**src/rtl/ma_clks_group_gen_n.sv**
```systemverilog
`default_nettype none
// ============================================================================
// ma_clks_group_gen_n : N-channel glitch-free divided clock group with ICG copy.
// Optional group re-align compiled in with `define CLKGRP_ALIGN_EN.  Rev 1.0
// ============================================================================
module ma_clks_group_gen_n #(
    parameter int NCH     = 5,
    parameter int DIV_DW  = 4,
    parameter int RST_DIV = 0
) (
    input  logic                  src_clk_i,
    input  logic                  src_rst_i,
    input  logic [NCH*DIV_DW-1:0] cfg_div_i,
    input  logic [NCH-1:0]        cfg_cken_i,
    input  logic [NCH-1:0]        cfg_icg_on_i,
    input  logic [NCH-1:0]        upd_req_i,
    output logic [NCH-1:0]        upd_ack_o,
    input  logic                  align_req_i,
    output logic                  align_ack_o,
    output logic [NCH-1:0]        clk_out_o,
    output logic [NCH-1:0]        icg_clk_out_o,
    output logic [NCH-1:0]        ch_run_o
);

    localparam int   CW           = DIV_DW + 1;
    localparam logic ICG_TEST_TIE = 1'b0;

`ifdef CLKGRP_ALIGN_EN
    typedef enum logic [1:0] {
        ST_STOP = 2'd0,
        ST_RUN  = 2'd1,
        ST_PARK = 2'd2
    } state_t;
`else
    typedef enum logic {
        ST_STOP = 1'b0,
        ST_RUN  = 1'b1
    } state_t;
`endif

    // High phase length ceil(R/2) with R = code + 2, i.e. (code + 3) >> 1.
    function automatic logic [CW-1:0] high_len(input logic [DIV_DW-1:0] code);
        logic [CW:0] sum;
        sum = {2'b00, code} + (CW+1)'(3);
        return sum[CW:1];
    endfunction

`ifdef CLKGRP_ALIGN_EN
    logic align_pend_q, align_pend_d;
    logic align_ack_q,  align_ack_d;
    logic align_go;

    // Restart fires only once every channel has left RUN, so all resume on one edge.
    assign align_go = align_pend_q & ~(|ch_run_o);

    always_comb begin
        align_ack_d  = align_go;
        align_pend_d = align_pend_q;
        if (align_go) begin
            align_pend_d = 1'b0;
        end else if (align_req_i && !align_ack_q) begin
            align_pend_d = 1'b1;
        end
    end

    always_ff @(posedge src_clk_i or posedge src_rst_i) begin
        if (src_rst_i) begin
            align_pend_q <= 1'b0;
            align_ack_q  <= 1'b0;
        end else begin
            align_pend_q <= align_pend_d;
            align_ack_q  <= align_ack_d;
        end
    end

    assign align_ack_o = align_ack_q;
`else
    logic unused_align;
    assign unused_align = align_req_i;
    assign align_ack_o  = 1'b0;
`endif

    for (genvar i = 0; i < NCH; i++) begin : g_ch
        state_t            st_q,  st_d;
        logic [CW-1:0]     cnt_q, cnt_d;
        logic [DIV_DW-1:0] div_q, div_d;
        logic              clk_q, clk_d;
        logic              ack_q, ack_d;
        logic              req;
        logic              period_end;
        logic [DIV_DW-1:0] new_code;
        logic              icg_en_l;

        assign new_code   = cfg_div_i[i*DIV_DW +: DIV_DW];
        assign period_end = (cnt_q == ({1'b0, div_q} + CW'(1)));

`ifdef CLKGRP_ALIGN_EN
        logic hold_q, hold_d;
        // A request is ignored while its ack is in flight or parked awaiting restart.
        assign req = upd_req_i[i] & ~ack_q & ~hold_q;
`else
        assign req = upd_req_i[i] & ~ack_q;
`endif

        always_comb begin
            st_d  = st_q;
            cnt_d = cnt_q;
            div_d = div_q;
            ack_d = 1'b0;
`ifdef CLKGRP_ALIGN_EN
            hold_d = hold_q;
`endif
            case (st_q)
                ST_STOP: begin
                    cnt_d = '0;
                    if (req) begin
                        div_d = new_code;
                        ack_d = 1'b1;
                    end
                    if (cfg_cken_i[i]) begin
                        st_d = ST_RUN;
                    end
                end
                ST_RUN: begin
                    if (period_end) begin
                        cnt_d = '0;
                        if (req) begin
                            div_d = new_code;
                        end
                        ack_d = req;
                        if (!cfg_cken_i[i]) begin
                            st_d = ST_STOP;
                        end
`ifdef CLKGRP_ALIGN_EN
                        // Pending align outranks stop; the update ack waits for restart.
                        if (align_pend_q) begin
                            st_d   = ST_PARK;
                            ack_d  = 1'b0;
                            hold_d = req;
                        end
`endif
                    end else begin
                        cnt_d = cnt_q + CW'(1);
                    end
                end
`ifdef CLKGRP_ALIGN_EN
                ST_PARK: begin
                    cnt_d = '0;
                    if (req) begin
                        div_d  = new_code;
                        hold_d = 1'b1;
                    end
                    if (align_go) begin
                        st_d   = cfg_cken_i[i] ? ST_RUN : ST_STOP;
                        ack_d  = hold_q | req;
                        hold_d = 1'b0;
                    end
                end
`endif
                default: begin
                    st_d  = ST_STOP;
                    cnt_d = '0;
                end
            endcase
            clk_d = (st_d == ST_RUN) && (cnt_d < high_len(div_d));
        end

        always_ff @(posedge src_clk_i or posedge src_rst_i) begin
            if (src_rst_i) begin
                st_q  <= ST_STOP;
                cnt_q <= '0;
                div_q <= DIV_DW'(RST_DIV);
                clk_q <= 1'b0;
                ack_q <= 1'b0;
`ifdef CLKGRP_ALIGN_EN
                hold_q <= 1'b0;
`endif
            end else begin
                st_q  <= st_d;
                cnt_q <= cnt_d;
                div_q <= div_d;
                clk_q <= clk_d;
                ack_q <= ack_d;
`ifdef CLKGRP_ALIGN_EN
                hold_q <= hold_d;
`endif
            end
        end

        // Posedge ICG: enable captured only while the divided clock is low.
        always_latch begin
            if (!clk_q) begin
                icg_en_l <= cfg_icg_on_i[i] | ICG_TEST_TIE;
            end
        end

        assign clk_out_o[i]     = clk_q;
        assign icg_clk_out_o[i] = clk_q & icg_en_l;
        assign upd_ack_o[i]     = ack_q;
        assign ch_run_o[i]      = (st_q == ST_RUN);
    end

endmodule
`default_nettype wire

```
**config.mk**
```make
export PLATFORM = sky130hd
export DESIGN_NAME = ma_clks_group_gen_n
export DESIGN_NICKNAME = d
export VERILOG_FILES = /design/src/rtl/ma_clks_group_gen_n.sv
export SDC_FILE = /design/constraint.sdc
export NUM_CORES = 1
export LEC_CHECK = 0
export CORE_ASPECT_RATIO = 0.9
export CORE_UTILIZATION = 25
export CTS_CLUSTER_DIAMETER = 30
export DETAILED_ROUTE_END_ITERATION = 12
export DONT_BUFFER_PORTS = 1
export SLEW_MARGIN = 25
export SYNTH_ARGS = -nofsm -noshare
export SYNTH_HDL_FRONTEND = slang
export SYNTH_SLANG_ARGS = --single-unit
```
**constraint.sdc**
```tcl
create_clock -name src_clk_i -period 7.3 [get_ports src_clk_i]
set_clock_uncertainty 0.15 [all_clocks]
set_input_delay 1.46 -clock src_clk_i [delete_from_list [all_inputs] [get_ports src_clk_i]]
set_output_delay 1.46 -clock src_clk_i [all_outputs]
set_load 0.05 [all_outputs]
```
======== After elaboration in Yosys (flattened, before gate mapping) ========
Cells that the tools add are included.
word-level totals
  output and inout port bits .............. 21
  bits in latches ......................... 5
  input port bits ......................... 38
  register bits after elaboration ......... 60
operators by class
  magnitude comparators ................... 5
  bitwise logic cells ..................... 20
  multiplexer cells ....................... 60
  equal/unequal tests ..................... 5
  reduce and logical (&&, ||, !) cells .... 5
  add/subtract/negate cells ............... 15
operator list
  operator                                      number
  case mux 5 bit (2 select lines)               5
  two-way mux 4 bit                             10
  case mux 4 bit (2 select lines)               5
  adder 4 x 1 -> 5 bit (second input constant)  5
  adder 4 x 2 -> 5 bit (second input constant)  5
  adder 5 x 1 -> 5 bit (second input constant)  5
  equality test 5 bit                           5
  < comparator 5 x 4 -> 1 bit                   5
  two-way mux 1 bit                             25
  two-way mux 5 bit                             5
  case mux 1 bit (2 select lines)               10
  AND 1 bit                                     10
  NOT 1 bit                                     10
  logical AND 1 bit                             5

======== Logic depth before layout (Yosys ltp) ========
Gate-level depths: netlist of the first run.
  word-level depth ........................ 8
  depth in mapped cells ................... 17
  gate-level depth less buffers ........... 17

==> qor.yml, run 1 <==
status:
  status: "complete, no violations"
global_route:
  grt_busiest_layer: "met2"
  antenna_found_initial: 0
  grt_max_degree: 37
  grt_pass1_vias: 2943
  grt-ovfl-total: 0
  met1_usage_pct: 12.1
  grtUsageMet2_pct: 17.6
  met3_usage_pct: 3.38
  grt_usage_pct: 10.6
  grt_pass1_wl_um: 13700
setup_path:
  cp_num_cells: 16
  start_kind: "flop"
  critPathRequiredTime_ps: 7390
  worstSetupPathType: "flop to flop"
  worstPathArrival_ps: 3990
  slowest_stage: "dfrtp_1"
  path_cells: "ha_1 -> xnor2_1 -> a211oi_2 -> a21oi_1 -> nor2_4 -> mux2i_1 -> ha_1 -> nor2b_1 -> o211ai_1 -> nand2_1 -> ha_1 -> a211oi_1 -> nand2_1 -> o211ai_1 -> nand4_1 -> a21oi_1"
  crit_fanout: 8
  cp-end-kind: "flop"
  slowest_delay_ps: 440
  cp_num_buf_inv: 0
  cp_top_family: "compound AO/OA/AOI/OAI gates"
  ff2ff_path_depth: 16
  crit_top_cell: "ha_1"
die:
  initial_core_util_pct: 25.6
  coreArea_mm2: 0.0161
  row_count: 44
  die_w_um: 137
  die_area_mm2: 0.0170
  die_h_um: 124
  io_pins: 59
sta:
  finalCritPeriodShare_pct: 53.5
  setup_viol: 0
  final.setup.tns_ps: 0
  rsz0062_at_grt: "false"
  slew_headroom_pct: 53.4
  finalMaxSlewViolations: 0
  hold_viol: 0
  unconstrained_endpoints: 5
  hold-worst-slack_ps: 384
  worst_pin_slew_ps: 691
  timing.fmax_mhz: 256
  min_period_ps: 3900
  unclocked_regs: 5
synth:
  synth_top_area_share_pct: 36.5
  synth_area_leaders: "dfrtp_1 (37%), ha_1 (9.1%), xnor2_1 (6.8%), xor2_1 (4.7%), nor2_1 (3.0%)"
  ys_seq_elements: 65
  syn_avg_cell_area_um2: 10.1
  syn_nets: 474
  syn-instance-count: 406
  synth_edf_count: 0
  ys_types: 50
  synth_ff_type: "dfrtp_1"
  synth_area_mm2: 0.00411
  yosysTopAreaCell: "dfrtp_1"
  synth_warnings: 0
  async_flop_share_pct: 92.3
clocking:
  clock_path_buffers: 2
  root_buffer: "clkbuf_16"
  post_cts.repair.setup_buffers: 0
  cts_buffers: 9
  htreeDepth: 3
  insertion_delay_ps: 330
  path_clk_slew_ps: 50
  cts_hold_buf: 0
  postCtsResizedCells: 0
  tritoncts: "done"
cells_and_area:
  num_antenna_cells: 0
  layout.nets: 465
  layout-drive-gt1-share_pct: 8.21
  final_util_pct: 28.0
  area_growth_pct: 9.38
route:
  drtPass1Iterations: 4
  drtIter0Drc: 123
  drt-total-wl_um: 8300
  post-route-drc-count: 0
  avgViaCountPerCell: 4.71
  wl_per_cell_um: 13.6
  vias: 2869
  antenna_left: 0
place:
  port_buffers: 0
  routabilityCongestion: 0.768
  hpwl_um: 6390
hold_path:
  whs_path_depth: 1
  min_path_type: "flop to flop"
flow_run:
  drv_cap: 0
-- metrics by stage --
step                      cells  area, um2  worst slack (ps)
after floorplan             406       4110              3590
after global placement      593       4230              3250
after detailed placement    593       4230              3170
after CTS                   609       4500              3430
after global routing        609       4500              3070
final                       609       4500              3400
-- layout make-up --
type	count	area, um2
fillers	1681	11600
multi-input cells	299	2300
flip-flops and latches	65	1580
well taps	207	259
clock buffers	11	243
inverters	21	78.8
clock inverters	5	27.5
repair buffers	1	7.51
-- state kept, by name, summed over array words and instances, names as in the netlist --
register       flops
g_ch.div_q        20
g_ch.clk_q         5
g_ch.cnt_q        25
g_ch.ack_q         5
g_ch.icg_en_l      5
g_ch.st_q          5
-- cell usage in the layout, fill, tap and decap left out, drive strengths merged, types with 3 or more instances in the layout --
| cell type | count |
|---|---|
| a211oi | 4 |
| a21oi | 15 |
| and2 | 5 |
| and3 | 5 |
| and4 | 3 |
| clkbuf | 11 |
| clkinv | 4 |
| dfrtp | 60 |
| dlxtn | 5 |
| ha | 30 |
| inv | 21 |
| mux2 | 14 |
| mux2i | 12 |
| nand2 | 14 |
| nand2b | 10 |
| nand3 | 18 |
| nand4 | 5 |
| nand4b | 4 |
| nor2 | 35 |
| nor2b | 9 |
| nor4b | 3 |
| o211ai | 7 |
| o21a | 4 |
| o21ai | 16 |
| o21bai | 4 |
| o32a | 3 |
| xnor2 | 32 |
| xor2 | 22 |
-- synth_stat cells, drive strengths merged (4+ instances only) --
library cell  count
o211ai            7
a211oi            4
nand4b            4
and3              5
dfrtp            60
nor2             35
o21ai            16
nand2            14
xnor2            32
o21bai            4
inv              21
mux2i            12
o21a              4
mux2             14
and2              5
xor2             22
nand4             5
buf              21
a21oi            15
dlxtn             5
nand3            18
nor2b             9
ha               30
nand2b           10
-- routing by layer --
layer	vias up	part of all wire [%]
li1	1398	-
met1	1408	43
met2	51	49
met3	12	5.7
met4	0	2.0
met5	-	0
-- cell families (layout without fill, tap and decap cells) --
group	Yosys count	in the layout	share of synthesized area (%)
compound gates	70	70	12.0
xor+xnor	56	56	12.6
fa+ha+maj	30	30	9.13
buf+inv	42	38	5.60
flops	60	60	36.5
latches	5	5	1.83
mux	26	26	6.94
other cells	1	1	0.0912
simple gates	116	116	15.3
-- path summary, 6_finish.rpt --
kind / from / end / slack, ps
worst max-delay path: g_ch[0].div_q[0] / g_ch[0].clk_q / 3400
worst min-delay path: g_ch[3].cnt_q[0] / g_ch[3].cnt_q[0] / 380
worst max register to register: g_ch[0].div_q[0] / g_ch[0].clk_q / 3400
worst min register to register: g_ch[3].cnt_q[0] / g_ch[3].cnt_q[0] / 380
max in group asynchronous: src_rst_i / g_ch[0].ack_q / 5190
min in group asynchronous: src_rst_i / g_ch[1].div_q[3] / 910
-- worst reg2reg max path, stage by stage, from the launching register on --
cell and delay [ps]:
dfrtp_1 440, ha_1 290, xnor2_1 160, a211oi_2 400
a21oi_1 220, nor2_4 300, mux2i_1 250, ha_1 210
nor2b_1 60, o211ai_1 160, nand2_1 80, ha_1 200
a211oi_1 330, nand2_1 100, o211ai_1 130, nand4_1 130
a21oi_1 210
Power of run 1 is left out: the tool's default activity adds up to more than one toggle a clock period on the data nets, which glitch-free logic cannot reach.
==> inputs of run 2 (changes only) <==
Clock period 7.3 ns to 3.6 ns, I/O delays scaled along.
==> run 2 against run 1 <==
- core utilization increased by 1.9 points
- register-to-register slack got worse by 3200 ps
- die area unchanged
- non-clock buffer count increased by 30
- clock-buffer cell count increased by 1
- largest cell class unchanged
- highest routed layer unchanged
==> qor.yml, run 2 (synthesized netlist as in run 1, its figures left out) <==
die:
  die_h_um: 124  # unchanged
  row_count: 44  # unchanged
  io_pins: 59  # unchanged
  initial_core_util_pct: 25.6  # unchanged
  die_w_um: 137  # unchanged
  coreArea_mm2: 0.0161  # unchanged
  die_area_mm2: 0.0170  # unchanged
sta:
  finalCritPeriodShare_pct: 94.3  # +41 points
  unclocked_regs: 5  # unchanged
  final.setup.tns_ps: 0  # unchanged
  timing.fmax_mhz: 295  # +15%
  worst_pin_slew_ps: 632  # -59.0 ps
  hold_viol: 0  # unchanged
  slew_headroom_pct: 57.9  # +4.4 points
  unconstrained_endpoints: 5  # unchanged
  finalMaxSlewViolations: 0  # unchanged
  setup_viol: 0  # unchanged
  min_period_ps: 3400  # -507 ps
route:
  drtIter0Drc: 231  # +88%
  routed.top_layer: "met4"
  drt-total-wl_um: 8660  # +4.4%
  avgViaCountPerCell: 4.66  # -1.0%
  drtPass1Iterations: 6  # +2
  dr_wl_met3_um: 442  # -6.2%
  wl_per_cell_um: 13.6  # -0.51%
  wl_met2_um: 4180  # +2.8%
  wirelength_met1_um: 3930  # +9.3%
  post-route-drc-count: 0  # unchanged
  vias: 2979  # +3.8%
  antenna_left: 0  # unchanged
global_route:
  grt_max_degree: 49  # +32%
  grt_usage_pct: 10.7  # +0.045 points
  antenna_found_initial: 0  # unchanged
  grt-ovfl-total: 0  # unchanged
  grt_pass1_wl_um: 14100  # +3.1%
  grt_pass1_vias: 2949  # +0.20%
setup_path:
  worstSetupPathType: "flop to flop"
  start_kind: "flop"
  worstPathArrival_ps: 3480  # -510 ps
  rrSetupSlack_ps: 200  # -3190 ps
  ff2ff_path_depth: 15  # -1
  critPathRequiredTime_ps: 3690  # -3700 ps
  cp-end-kind: "flop"
  r2r_end: "g_ch[2].clk_q"
  reg2reg_from: "g_ch[2].div_q[0]"
  crit_fanout: 5  # -3
  critPathLaunch: "g_ch[2].div_q[0]"
cells_and_area:
  layout.nets: 495  # +6.5%
  final_common_cell: "dfrtp_1"
  area_growth_pct: 16.8
  largest_reg_flops: 25  # unchanged
  num_antenna_cells: 0  # unchanged
  reg.largest.list: "g_ch.cnt_q x25, g_ch.div_q x20"
  top_register: "g_ch.cnt_q"
  layout-drive-gt1-share_pct: 16.2  # +8.0 points
  most-common-layout-cells: "dfrtp_1 (60), nor2_1 (33), xnor2_1 (32)"
place:
  port_buffers: 0  # unchanged
  hpwl_um: 6580  # +3.0%
  routabilityCongestion: 0.772  # +0.53%
clocking:
  clock_path_buffers: 2  # unchanged
  path_clk_slew_ps: 50  # about the same
  cts_hold_buf: 0  # unchanged
  htreeDepth: 3  # unchanged
  insertion_delay_ps: 320  # about the same
  tritoncts: "done"
  cts_buffers: 9  # unchanged
  root_buffer: "clkbuf_16"
hold_path:
  min_path_type: "input pin to async pin"
status:
  status: "complete, no violations"
flow_run:
  drv_cap: 0  # unchanged
## run 2: cell count changes in the layout (fill, tap and decap cells not counted), sizes merged
cell,change
buf,+30
clkinv,-3
bufinv,+2
clkbuf,+1
## run 2: final cells by class
class / count / area, um2
Inverter: 21 / 81.3
Clock inverter: 4 / 72.6
Sequential cell: 65 / 1580
Timing Repair Buffer: 31 / 233
Clock buffer: 12 / 246
Tap cell: 207 / 259
Multi-Input combinational cell: 299 / 2330
Fill cell: 1661 / 11300
## run 2: worst max-delay path by stage
stage / end / cells after the start
final: g_ch[2].clk_q / 15
after global placement: g_ch[2].clk_q / 16
after global routing: g_ch[2].clk_q / 15
after detailed placement: g_ch[0].clk_q / 17
after CTS: g_ch[0].clk_q / 17
after floorplan: g_ch[2].clk_q / 16
## run 2: layer usage
metal,global-route usage (%),vias to the layer above
met5,0,-
li1,-,1457
met4,3.50,0
met3,3.42,7
met2,17.5,39
met1,13.2,1476
## run 2: repair_timing
item / CTS / global route
resized for setup: 0 / 8
setup endpoints to repair: 0 / 2
buffers inserted: 0 / 5
## run 2: metrics by stage
| stage | hold WS, ps | worst slack (ps) | instance area [um2] | instances | util (%) |
|---|---|---|---|---|---|
| global route | 257 | -4.28 | 4800 | 639 | 29.9 |
| finish | 215 | 205 | 4800 | 639 | 29.9 |
| global placement | 373 | 179 | 4410 | 618 | 27.5 |
| floorplan | 330 | 299 | 4110 | 406 | - |
| CTS | 240 | 72.9 | 4730 | 634 | 29.5 |
| detailed placement | 374 | 103 | 4420 | 618 | 27.5 |
## run 2: critical path, stage by stage (launching register included)
cell and delay, ps:
dfrtp_1 380, ha_1 260, xnor2_1 150, a211oi_2 320, a21oi_2 140, nor2_4 160
mux2i_1 230, ha_2 230, nor2b_1 50, o211ai_1 180, nand2_1 90, ha_1 270
o21a_1 170, o211ai_1 230, o221ai_1 160, a21oi_1 150
Power of run 2 is left out for the same reason.
